## config.mk

```make
export PLATFORM = sky130hd
export DESIGN_NAME = hyperbus_cfg_seq_flat
export DESIGN_NICKNAME = d
export VERILOG_FILES = /design/src/rtl/hyperbus_cfg_seq_if.sv /design/src/rtl/hyperbus_cfg_seq.sv /design/src/flat_wrapper.sv
export SDC_FILE = /design/constraint.sdc
export NUM_CORES = 1
export LEC_CHECK = 0
export CAP_MARGIN = 10
export CORE_MARGIN = 3
export CORE_UTILIZATION = 46
export CTS_BUF_LIST = sky130_fd_sc_hd__clkbuf_16
export CTS_CLUSTER_DIAMETER = 60
export DETAILED_ROUTE_END_ITERATION = 16
export GPL_TIMING_DRIVEN = 0
export PLACE_DENSITY = 0.81
export SLEW_MARGIN = 30
export SYNTH_ARGS = -nofsm -noshare
export SYNTH_HDL_FRONTEND = slang
export SYNTH_SLANG_ARGS = --single-unit
```

## constraint.sdc

```tcl
create_clock -name clk_i -period 2.4 [get_ports clk_i]
set_input_delay 0.48 -clock clk_i [delete_from_list [all_inputs] [get_ports clk_i]]
set_output_delay 0.48 -clock clk_i [all_outputs]
set_load 0.05 [all_outputs]
```

## src/rtl/hyperbus_cfg_seq_if.sv

```systemverilog
// Register bus between the config sequencer (master) and the HyperBus config register file (slave).
// The request holds addr/write/wdata/wstrb/valid; the response holds rdata/error/ready.
interface hyperbus_cfg_seq_if #(
    parameter int unsigned AddrWidth = 32,
    parameter int unsigned DataWidth = 32
);
    typedef struct packed {
        logic [AddrWidth-1:0]   addr;
        logic                   write;
        logic [DataWidth-1:0]   wdata;
        logic [DataWidth/8-1:0] wstrb;
        logic                   valid;
    } reg_req_t;

    typedef struct packed {
        logic [DataWidth-1:0] rdata;
        logic                 error;
        logic                 ready;
    } reg_rsp_t;

    reg_req_t reg_req;
    reg_rsp_t reg_rsp;

    modport master (output reg_req, input reg_rsp);
    modport slave  (input reg_req, output reg_rsp);
endinterface

```

## src/rtl/hyperbus_cfg_seq.sv

```systemverilog
// Writes a parameter table to the HyperBus config registers, then optionally reads it back under a mask.
// One entry per cycle while ready stays high; the request is held while ready is low, and the sequence aborts after TimeoutCycles stalled cycles.
module hyperbus_cfg_seq #(
    parameter int unsigned NumEntries    = 4,
    parameter int unsigned RegAddrWidth  = 32,
    parameter int unsigned RegDataWidth  = 32,
    parameter logic [NumEntries-1:0][RegAddrWidth-1:0] EntryAddr = '0,
    parameter logic [NumEntries-1:0][RegDataWidth-1:0] EntryData = '0,
    parameter logic [NumEntries-1:0][RegDataWidth-1:0] EntryMask = '1,
    parameter bit          Verify        = 1'b1,
    parameter bit          AutoStart     = 1'b1,
    parameter int unsigned TimeoutCycles = 1024,
    localparam int unsigned IdxWidth = (NumEntries > 1) ? $clog2(NumEntries) : 1
) (
    input  logic                clk_i,
    input  logic                rst_i,
    input  logic                start_i,
    hyperbus_cfg_seq_if.master  reg_bus,
    output logic                busy_o,
    output logic                done_o,
    output logic                error_o,
    output logic [1:0]          err_code_o,
    output logic [IdxWidth-1:0] err_idx_o
);
    typedef struct packed {
        logic [RegAddrWidth-1:0]   addr;
        logic                      write;
        logic [RegDataWidth-1:0]   wdata;
        logic [RegDataWidth/8-1:0] wstrb;
        logic                      valid;
    } req_t;

    typedef enum logic [2:0] {
        IDLE  = 3'd0,
        WRITE = 3'd1,
        READ  = 3'd2,
        DONE  = 3'd3,
        ERROR = 3'd4
    } state_t;

    localparam logic [IdxWidth-1:0] LastIdx = IdxWidth'(NumEntries - 1);
    localparam logic [31:0]         TmoLast = 32'(TimeoutCycles - 1);

    state_t              state_q;
    req_t                req_q;
    logic [IdxWidth-1:0] idx_q;
    logic [31:0]         tmo_q;
    logic                auto_pend_q;

    logic hs;
    logic mismatch;

    assign reg_bus.reg_req = req_q;
    assign hs       = req_q.valid & reg_bus.reg_rsp.ready;
    assign mismatch = |((reg_bus.reg_rsp.rdata ^ EntryData[idx_q]) & EntryMask[idx_q]);

    // Reads carry no data or strobes; only writes drive wdata/wstrb.
    function automatic req_t make_req(input logic wr, input logic [IdxWidth-1:0] idx);
        req_t r;
        r       = '0;
        r.valid = 1'b1;
        r.write = wr;
        r.addr  = EntryAddr[idx];
        if (wr) begin
            r.wdata = EntryData[idx];
            r.wstrb = '1;
        end
        return r;
    endfunction

    always_ff @(posedge clk_i or posedge rst_i) begin
        if (rst_i) begin
            state_q     <= IDLE;
            req_q       <= '0;
            idx_q       <= '0;
            tmo_q       <= '0;
            auto_pend_q <= AutoStart;
            busy_o      <= 1'b0;
            done_o      <= 1'b0;
            error_o     <= 1'b0;
            err_code_o  <= 2'd0;
            err_idx_o   <= '0;
        end else begin
            case (state_q)
                IDLE: begin
                    if (auto_pend_q || start_i) begin
                        auto_pend_q <= 1'b0;
                        state_q     <= WRITE;
                        idx_q       <= '0;
                        tmo_q       <= '0;
                        req_q       <= make_req(1'b1, '0);
                        busy_o      <= 1'b1;
                    end
                end

                WRITE, READ: begin
                    if (hs) begin
                        tmo_q <= '0;
                        if (reg_bus.reg_rsp.error) begin
                            state_q    <= ERROR;
                            req_q      <= '0;
                            busy_o     <= 1'b0;
                            error_o    <= 1'b1;
                            err_code_o <= 2'd1;
                            err_idx_o  <= idx_q;
                        end else if (state_q == READ && mismatch) begin
                            state_q    <= ERROR;
                            req_q      <= '0;
                            busy_o     <= 1'b0;
                            error_o    <= 1'b1;
                            err_code_o <= 2'd2;
                            err_idx_o  <= idx_q;
                        end else if (idx_q != LastIdx) begin
                            idx_q <= idx_q + 1'b1;
                            req_q <= make_req(state_q == WRITE, idx_q + 1'b1);
                        end else if (state_q == WRITE && Verify) begin
                            state_q <= READ;
                            idx_q   <= '0;
                            req_q   <= make_req(1'b0, '0);
                        end else begin
                            state_q <= DONE;
                            req_q   <= '0;
                            busy_o  <= 1'b0;
                            done_o  <= 1'b1;
                        end
                    end else if (TimeoutCycles != 0) begin
                        // valid is always high here, so every non-handshake cycle is a stall.
                        if (tmo_q == TmoLast) begin
                            state_q    <= ERROR;
                            req_q      <= '0;
                            tmo_q      <= '0;
                            busy_o     <= 1'b0;
                            error_o    <= 1'b1;
                            err_code_o <= 2'd3;
                            err_idx_o  <= idx_q;
                        end else begin
                            tmo_q <= tmo_q + 1'b1;
                        end
                    end
                end

                DONE, ERROR: begin
                    if (start_i) begin
                        state_q    <= WRITE;
                        idx_q      <= '0;
                        tmo_q      <= '0;
                        req_q      <= make_req(1'b1, '0);
                        busy_o     <= 1'b1;
                        done_o     <= 1'b0;
                        error_o    <= 1'b0;
                        err_code_o <= 2'd0;
                    end
                end

                default: begin
                    state_q <= IDLE;
                    req_q   <= '0;
                    busy_o  <= 1'b0;
                end
            endcase
        end
    end
endmodule
```

## src/flat_wrapper.sv

```systemverilog
// flat-port wrapper written by rule: the top's interface ports become plain ports
module hyperbus_cfg_seq_flat 
#(
    parameter int unsigned NumEntries    = 4,
    parameter int unsigned RegAddrWidth  = 32,
    parameter int unsigned RegDataWidth  = 32,
    parameter logic [NumEntries-1:0][RegAddrWidth-1:0] EntryAddr = '0,
    parameter logic [NumEntries-1:0][RegDataWidth-1:0] EntryData = '0,
    parameter logic [NumEntries-1:0][RegDataWidth-1:0] EntryMask = '1,
    parameter bit          Verify        = 1'b1,
    parameter bit          AutoStart     = 1'b1,
    parameter int unsigned TimeoutCycles = 1024,
    localparam int unsigned IdxWidth = (NumEntries > 1) ? $clog2(NumEntries) : 1
)
  (clk_i, rst_i, start_i, busy_o, done_o, error_o, err_code_o, err_idx_o, reg_bus_reg_req, reg_bus_reg_rsp);
  hyperbus_cfg_seq_if reg_bus_i ();
  input  logic clk_i;
  input  logic rst_i;
  input  logic start_i;
  output logic busy_o;
  output logic done_o;
  output logic error_o;
  output logic [1:0] err_code_o;
  output logic [IdxWidth-1:0] err_idx_o;
  output wire logic [$bits(reg_bus_i.reg_req)-1:0] reg_bus_reg_req;
  input wire logic [$bits(reg_bus_i.reg_rsp)-1:0] reg_bus_reg_rsp;
  assign reg_bus_reg_req = reg_bus_i.reg_req;
  assign reg_bus_i.reg_rsp = reg_bus_reg_rsp;
  hyperbus_cfg_seq #(.NumEntries(NumEntries), .RegAddrWidth(RegAddrWidth), .RegDataWidth(RegDataWidth), .EntryAddr(EntryAddr), .EntryData(EntryData), .EntryMask(EntryMask), .Verify(Verify), .AutoStart(AutoStart), .TimeoutCycles(TimeoutCycles)) u_core (.clk_i(clk_i), .rst_i(rst_i), .start_i(start_i), .reg_bus(reg_bus_i), .busy_o(busy_o), .done_o(done_o), .error_o(error_o), .err_code_o(err_code_o), .err_idx_o(err_idx_o));
endmodule
```

# Yosys cells after proc, flatten, opt, wreduce, memory -nomap -nowiden
# Cells that the tools add are included.
# word_totals
reg_bits	115
input_bits	37
out_inout_bits	77
wordCells	126
# op_classes
add_sub_neg	2
magnitude_cmp	2
n_eq_ne	19
muxes	68
n_bitwise	3
n_reduce_logical	18
# op_table
cell	count
70-bit two-way mux	7
32-bit two-way mux	7
70-bit one-hot mux with 3 select lines	1
32-bit binary-select mux with 2-bit select	3
32-bit one-hot mux with 3 select lines	1
36-bit two-way mux	1
32-bit by 1-bit adder with 32-bit output, second input constant	1
32-bit bitwise AND	1
32-bit by 10-bit equality test with 1-bit output, second input constant	1
32-bit OR reduction	1
32-bit XOR	1
2-bit two-way mux	15
3-bit two-way mux	7
1-bit two-way mux	20
7-bit AND reduction	2
2-bit != test, second input constant	6
5-bit != test, second input constant	2
3-bit one-hot mux with 3 select lines	1
3-bit AND reduction	3
4-bit AND reduction	2
3-bit by 2-bit equality test with 1-bit output, second input constant	2
2-bit by 3-bit less-than comparator with 1-bit output, second input constant	2
3-bit by 1-bit != test with 1-bit output, second input constant	2
2-bit one-hot mux with 3 select lines	1
18 further kinds	22

# Depth between registers and ports, before layout
# depth
word_depth	10
depth_mapped	8
mapped_depth_nobuf	7

# Least setup slack after synthesis
# No wires, ideal clock.
# synth_path
kind	flip-flop to flip-flop
from	reg u_core.tmo_q[0]
to	reg u_core.tmo_q[10]
setup_ns	0.122
arrival_ns	1.938
t_required_ns	2.278
setup_slack_ns	0.340
path_stages_with_launch	9
path_buffers	1
synth_period_minus_slack_ns	2.060
path_cell_list	dfrtp_1 ha_1 nor4b_1 nand4_1 o21ai_1 nor2_1 nor2_2 buf_2 nor2_1
# synth_between
elab_chain_len	4
elab_cells_between_ends	5
cone_classes	add/sub (1); eq/ne (1); mux (3)
# synth_lines
element	line_no	text
start: declaration	hyperbus_cfg_seq.sv:47	logic [31:0] tmo_q;
start signal: assignment	hyperbus_cfg_seq.sv:137	tmo_q <= tmo_q + 1'b1;
32-bit by 1-bit adder with 32-bit output or 32-bit by 10-bit equality test with 1-bit output (tied branches)	hyperbus_cfg_seq.sv:137, hyperbus_cfg_seq.sv:128	
32-bit two-way mux (*)	hyperbus_cfg_seq.sv:128	if (tmo_q == TmoLast) begin
32-bit two-way mux (*)	hyperbus_cfg_seq.sv:97	if (hs) begin
32-bit one-hot mux with 3 select lines (*)	hyperbus_cfg_seq.sv:84	case (state_q)
# Every way passes the cells marked *; elsewhere a longest branch is shown, timed or not.
# A chain may end at the register's enable or synchronous reset.

# Worst setup path after layout
# layout_path
from	in reg_bus_reg_rsp[19]
to	reg u_core.err_idx_o[1]
# layout_between
elab_chain_len	6
# layout_lines
element	line_no	text
start: declaration	flat_wrapper.sv:26	input wire logic [$bits(reg_bus_i.reg_rsp)-1:0] reg_bus_reg_rsp;
32-bit XOR	hyperbus_cfg_seq.sv:55	assign mismatch = |((reg_bus.reg_rsp.rdata ^ EntryData[idx_q]) & EntryMask[idx_q]);
32-bit bitwise AND	hyperbus_cfg_seq.sv:55	
32-bit OR reduction	hyperbus_cfg_seq.sv:55	
1-bit logical AND	hyperbus_cfg_seq.sv:106	end else if (state_q == READ && mismatch) begin
3-bit != test (no line)	-	
3-bit AND reduction (no line)	-	
end signal: assignment	hyperbus_cfg_seq.sv:105	err_idx_o <= idx_q;
end signal: assignment	hyperbus_cfg_seq.sv:112	err_idx_o <= idx_q;
end signal: assignment	hyperbus_cfg_seq.sv:135	err_idx_o <= idx_q;
end: declaration	hyperbus_cfg_seq.sv:23	output logic [IdxWidth-1:0] err_idx_o
# No other way between the ends.

==> impl_metrics.py <==
metrics = {
    "status": {
        "run_status": "completed",
    },
    "power_and_ir_drop": {
        "p_leak_nw": 1.97,
        "p_sw_mw": 1.80,
        "vdd_drop_max_uv": 402,
        "pwr_density_cell_mw_per_mm2": 899,
        "switching_share_pct": 45.7,
        "intPower_mw": 2.14,
        "pwr-share-seq_pct": 26.4,
        "power_frac_comb_pct": 53.7,
        "clkPwrFrac_pct": 19.9,
    },
    "setup_path": {
        "crit_path_max_fanout": 5,
        "reg2reg_to": "u_core.tmo_q[9]$_DFFE_PP0P_",
        "end_kind": "register",
        "cp_cell_sequence": "clkdlybuf4s50_1 > nor4_1 > nand4_1 > o21ai_2 > a21boi_1 > nand2b_2 > mux2_2",
        "r2r_slack_ps": 130,
        "reg2reg_depth": 9,
        "r2r-start": "u_core.tmo_q[0]$_DFFE_PP0P_",
        "worst_ep_arrival_time_ps": 2490,
        "setup.worst_path.start_class": "primary input",
        "cpPeakStageDelay_ps": 400,
        "cp_slowest_cell": "clkdlybuf4s50_1",
        "critical_path_class": "in2reg",
        "worstPathRequired_ps": 2570,
    },
    "synthesis": {
        "synthArstFlopShare_pct": 100,
        "ys_warn_count": 0,
        "synth_cell_type_count": 53,
        "yosys_most_used_dff": "dfrtp_1",
        "ys_ff_latch": 47,
        "syn-cell-area_mm2": 0.00327,
        "avgSynthCellArea_um2": 8.95,
        "ys_seq_area_share_pct": 36.1,
        "syn_inst": 365,
        "synth_edf_count": 0,
    },
    "clocking": {
        "cts-buffers-inserted": 5,
        "clock-sinks": 47,
        "cts_tree": "yes",
        "clk_pin_slew_worst_paths_ps": 70,
        "clock_path_buffers": 2,
        "cts-root-buf": "clkbuf_16",
        "htreeDepth": 2,
        "clock_latency_ps": 280,
    },
    "die": {
        "fp.dieH_um": 90.3,
        "rows": 30,
        "coreArea_mm2": 0.00683,
        "die_x_um": 90.3,
        "io_pins": 114,
        "start_util_pct": 47.8,
        "die_area_mm2": 0.00815,
    },
    "detailed_routing": {
        "via_per_inst": 4.83,
        "drt-total-wl_um": 7850,
        "dr.pass1.iters": 5,
        "via_count": 2827,
        "dr.first_iter.drc_count": 157,
        "ant_nets": 0,
        "drc_errors": 0,
        "wire_per_inst_um": 13.4,
    },
    "global_routing": {
        "antenna_found_initial": 0,
        "grt_overflow": 0,
        "grt_pass1_vias": 2647,
        "grt_max_degree": 29,
        "grt_pass1_wl_um": 12700,
        "grt_usage_pct": 18.7,
    },
    "cells_and_area": {
        "nets": 527,
        "utilization_pct": 64.0,
        "layout-drive-gt1-share_pct": 24.7,
        "n_fill_cell": 572,
        "stdcell_count": 585,
        "regArea_mm2": 0.00118,
        "area_delta_synth_final_pct": 33.9,
        "finalInstanceArea_mm2": 0.00437,
        "multiInputGateArea_mm2": 0.00173,
        "antenna_cells": 0,
    },
    "hold_path": {
        "holdPathEnd": "u_core.error_o$_DFFE_PP0P_",
        "holdCritPathClass": "reg2reg",
        "min-delay-start": "u_core.error_o$_DFFE_PP0P_",
        "hold_path_depth": 1,
    },
    "job": {
        "max-cap-violations": 0,
    },
    "timing": {
        "fin_worst_skew_ps": 7.12,
        "fin_crit_sh_pct": 96.7,
        "max_freq_mhz": 431,
        "maxSlewHeadroom_pct": 50.0,
        "drv_slew": 0,
        "worstMarginPinSlew_ps": 750,
        "finalSetupViolations": 0,
        "hold_violations": 0,
        "post-route-min-period_ps": 2320,
        "whs_ps": 488,
    },
    "place": {
        "dp_hpwl_um": 5850,
        "place_congestion": 0.912,
        "placed_cells": 574,
        "post_dp_cell_area_mm2": 0.00413,
        "port_buffers": 49,
    },
}
-- layout make-up --
cell class	count	area share [%]
Buffer	79	13.4
Clock buffer	5	2.86
Clock inverter	3	0.887
Inverter	15	1.29
Multi-Input combinational cell	286	39.6
Sequential cell	47	26.9
Tap cell	96	2.75
Timing Repair Buffer	54	12.4
-- synthesized netlist by cell type, types with 3 or more instances --
cell      number  share of area [%]
inv_1         15                1.7
nand3_1       13                2.0
buf_6          3                1.0
a21boi_0       3               0.69
nand4_1        9                1.7
dfrtp_1       46                 35
clkbuf_1       5               0.57
nor4_2         8                3.1
nor3_2         4                1.2
nor2_1        46                5.3
buf_4         68                 16
a21o_1         4               0.92
nor3_1        10                1.5
nor4_1        15                2.9
mux2_2         3                1.0
nand2b_1       5               0.96
o21ai_1        5               0.77
nand2_1       17                2.0
xnor2_1       27                7.2
buf_2          4               0.61
a21oi_1        8                1.2
o21ai_0       10                1.5
-- placed cells by master (no fill, tap or decap), drive strengths merged, types with 2 or more instances in the layout --
| cell type | count |
|---|---|
| buf | 80 |
| conb | 64 |
| clkdlybuf4s50 | 49 |
| nor2 | 48 |
| dfrtp | 46 |
| xnor2 | 27 |
| nor4 | 25 |
| nand2 | 18 |
| inv | 15 |
| o21ai | 15 |
| nand3 | 14 |
| nor3 | 14 |
| nand4 | 10 |
| a21oi | 9 |
| clkbuf | 9 |
| nand2b | 5 |
| a21o | 4 |
| mux2 | 4 |
| and4 | 3 |
| a21boi | 3 |
| and3 | 2 |
| o31ai | 2 |
| ha | 2 |
| clkinv | 2 |
-- repair_timing --
item | 4_1_cts | 5_1_grt
hold buffers | 0 | 0
endpoints found under the setup margin | 35 | 38
gates resized for setup | 8 | 5
buffers inserted | 1 | 3
pin swaps | 2 | 2
-- sequential cells by signal (all words and copies together), names as in the netlist --
| register | count |
|---|---|
| u_core.tmo_q | 32 |
| u_core.state_q | 3 |
| u_core.err_code_o | 2 |
| u_core.err_idx_o | 2 |
| u_core.idx_q | 2 |
| u_core.reg_bus.reg_req | 2 |
| u_core.auto_pend_q | 1 |
| u_core.busy_o | 1 |
| u_core.done_o | 1 |
| u_core.error_o | 1 |
-- kinds of logic (layout without fill, tap and decap cells) --
kind of cell / after synthesis / count (layout) / synth area share [%]
adder cells (fa/ha/maj): 2 / 2 / 0.766
other: 1 / 64 / 0.115
AND/OR/NAND/NOR: 145 / 145 / 26.2
XOR/XNOR: 28 / 28 / 7.51
buffers and inverters: 95 / 156 / 19.6
multiplexers: 4 / 4 / 1.38
AO/OA/AOI/OAI: 43 / 43 / 8.39
flip-flops: 47 / 47 / 36.1
-- power by group through the flow --
stage	Combinational, mW	Sequential, mW	Clock [mW]
finish	2.11	1.04	0.783
global route	2.25	1.05	0.816
CTS	2.07	1.03	0.785
detailed placement	1.98	1.04	0
global placement	1.92	1.03	0
floorplan	1.25	1.26	0
-- how the worst max path moves through the flow --
stage                                      from  cells past startpoint  slack, ps                              end
detailed placement          reg_bus_reg_rsp[19]                      7       -390  u_core.err_idx_o[1]$_DFFE_PP0P_
global placement            reg_bus_reg_rsp[19]                      7       -340  u_core.err_idx_o[0]$_DFFE_PP0P_
CTS                         reg_bus_reg_rsp[19]                      7          3  u_core.err_idx_o[1]$_DFFE_PP0P_
finish                      reg_bus_reg_rsp[19]                      7         80  u_core.err_idx_o[1]$_DFFE_PP0P_
floorplan           u_core.tmo_q[0]$_DFFE_PP0P_                      8        340     u_core.tmo_q[10]$_DFFE_PP0P_
global route                reg_bus_reg_rsp[19]                      7        -70  u_core.err_idx_o[1]$_DFFE_PP0P_
-- per-stage QoR --
step	setup TNS (ps)	power [mW]	setup WS (ps)
finish	0	3.93	79.6
floorplan	0	2.50	340
detailed placement	-9810	3.02	-394
global placement	-13680	2.96	-337
global route	-133	4.12	-71.8
CTS	0	3.88	3.34
-- layer usage --
layer  vias to the layer above  track usage [%]  part of all wire (%)
met4                         0             4.59                   1.4
li1                       1369                -                     -
met2                       136             35.3                    53
met3                        19             3.92                   6.8
met5                         -                0                     0
met1                      1303             21.5                    39
-- critical path, delay by kind of cell --
family | cells | cell delay (ps)
buf+inv | 1 | 400
compound gates | 2 | 510
simple gates | 3 | 750
mux | 1 | 350
Note: power is estimated with default switching activity, not from simulation.
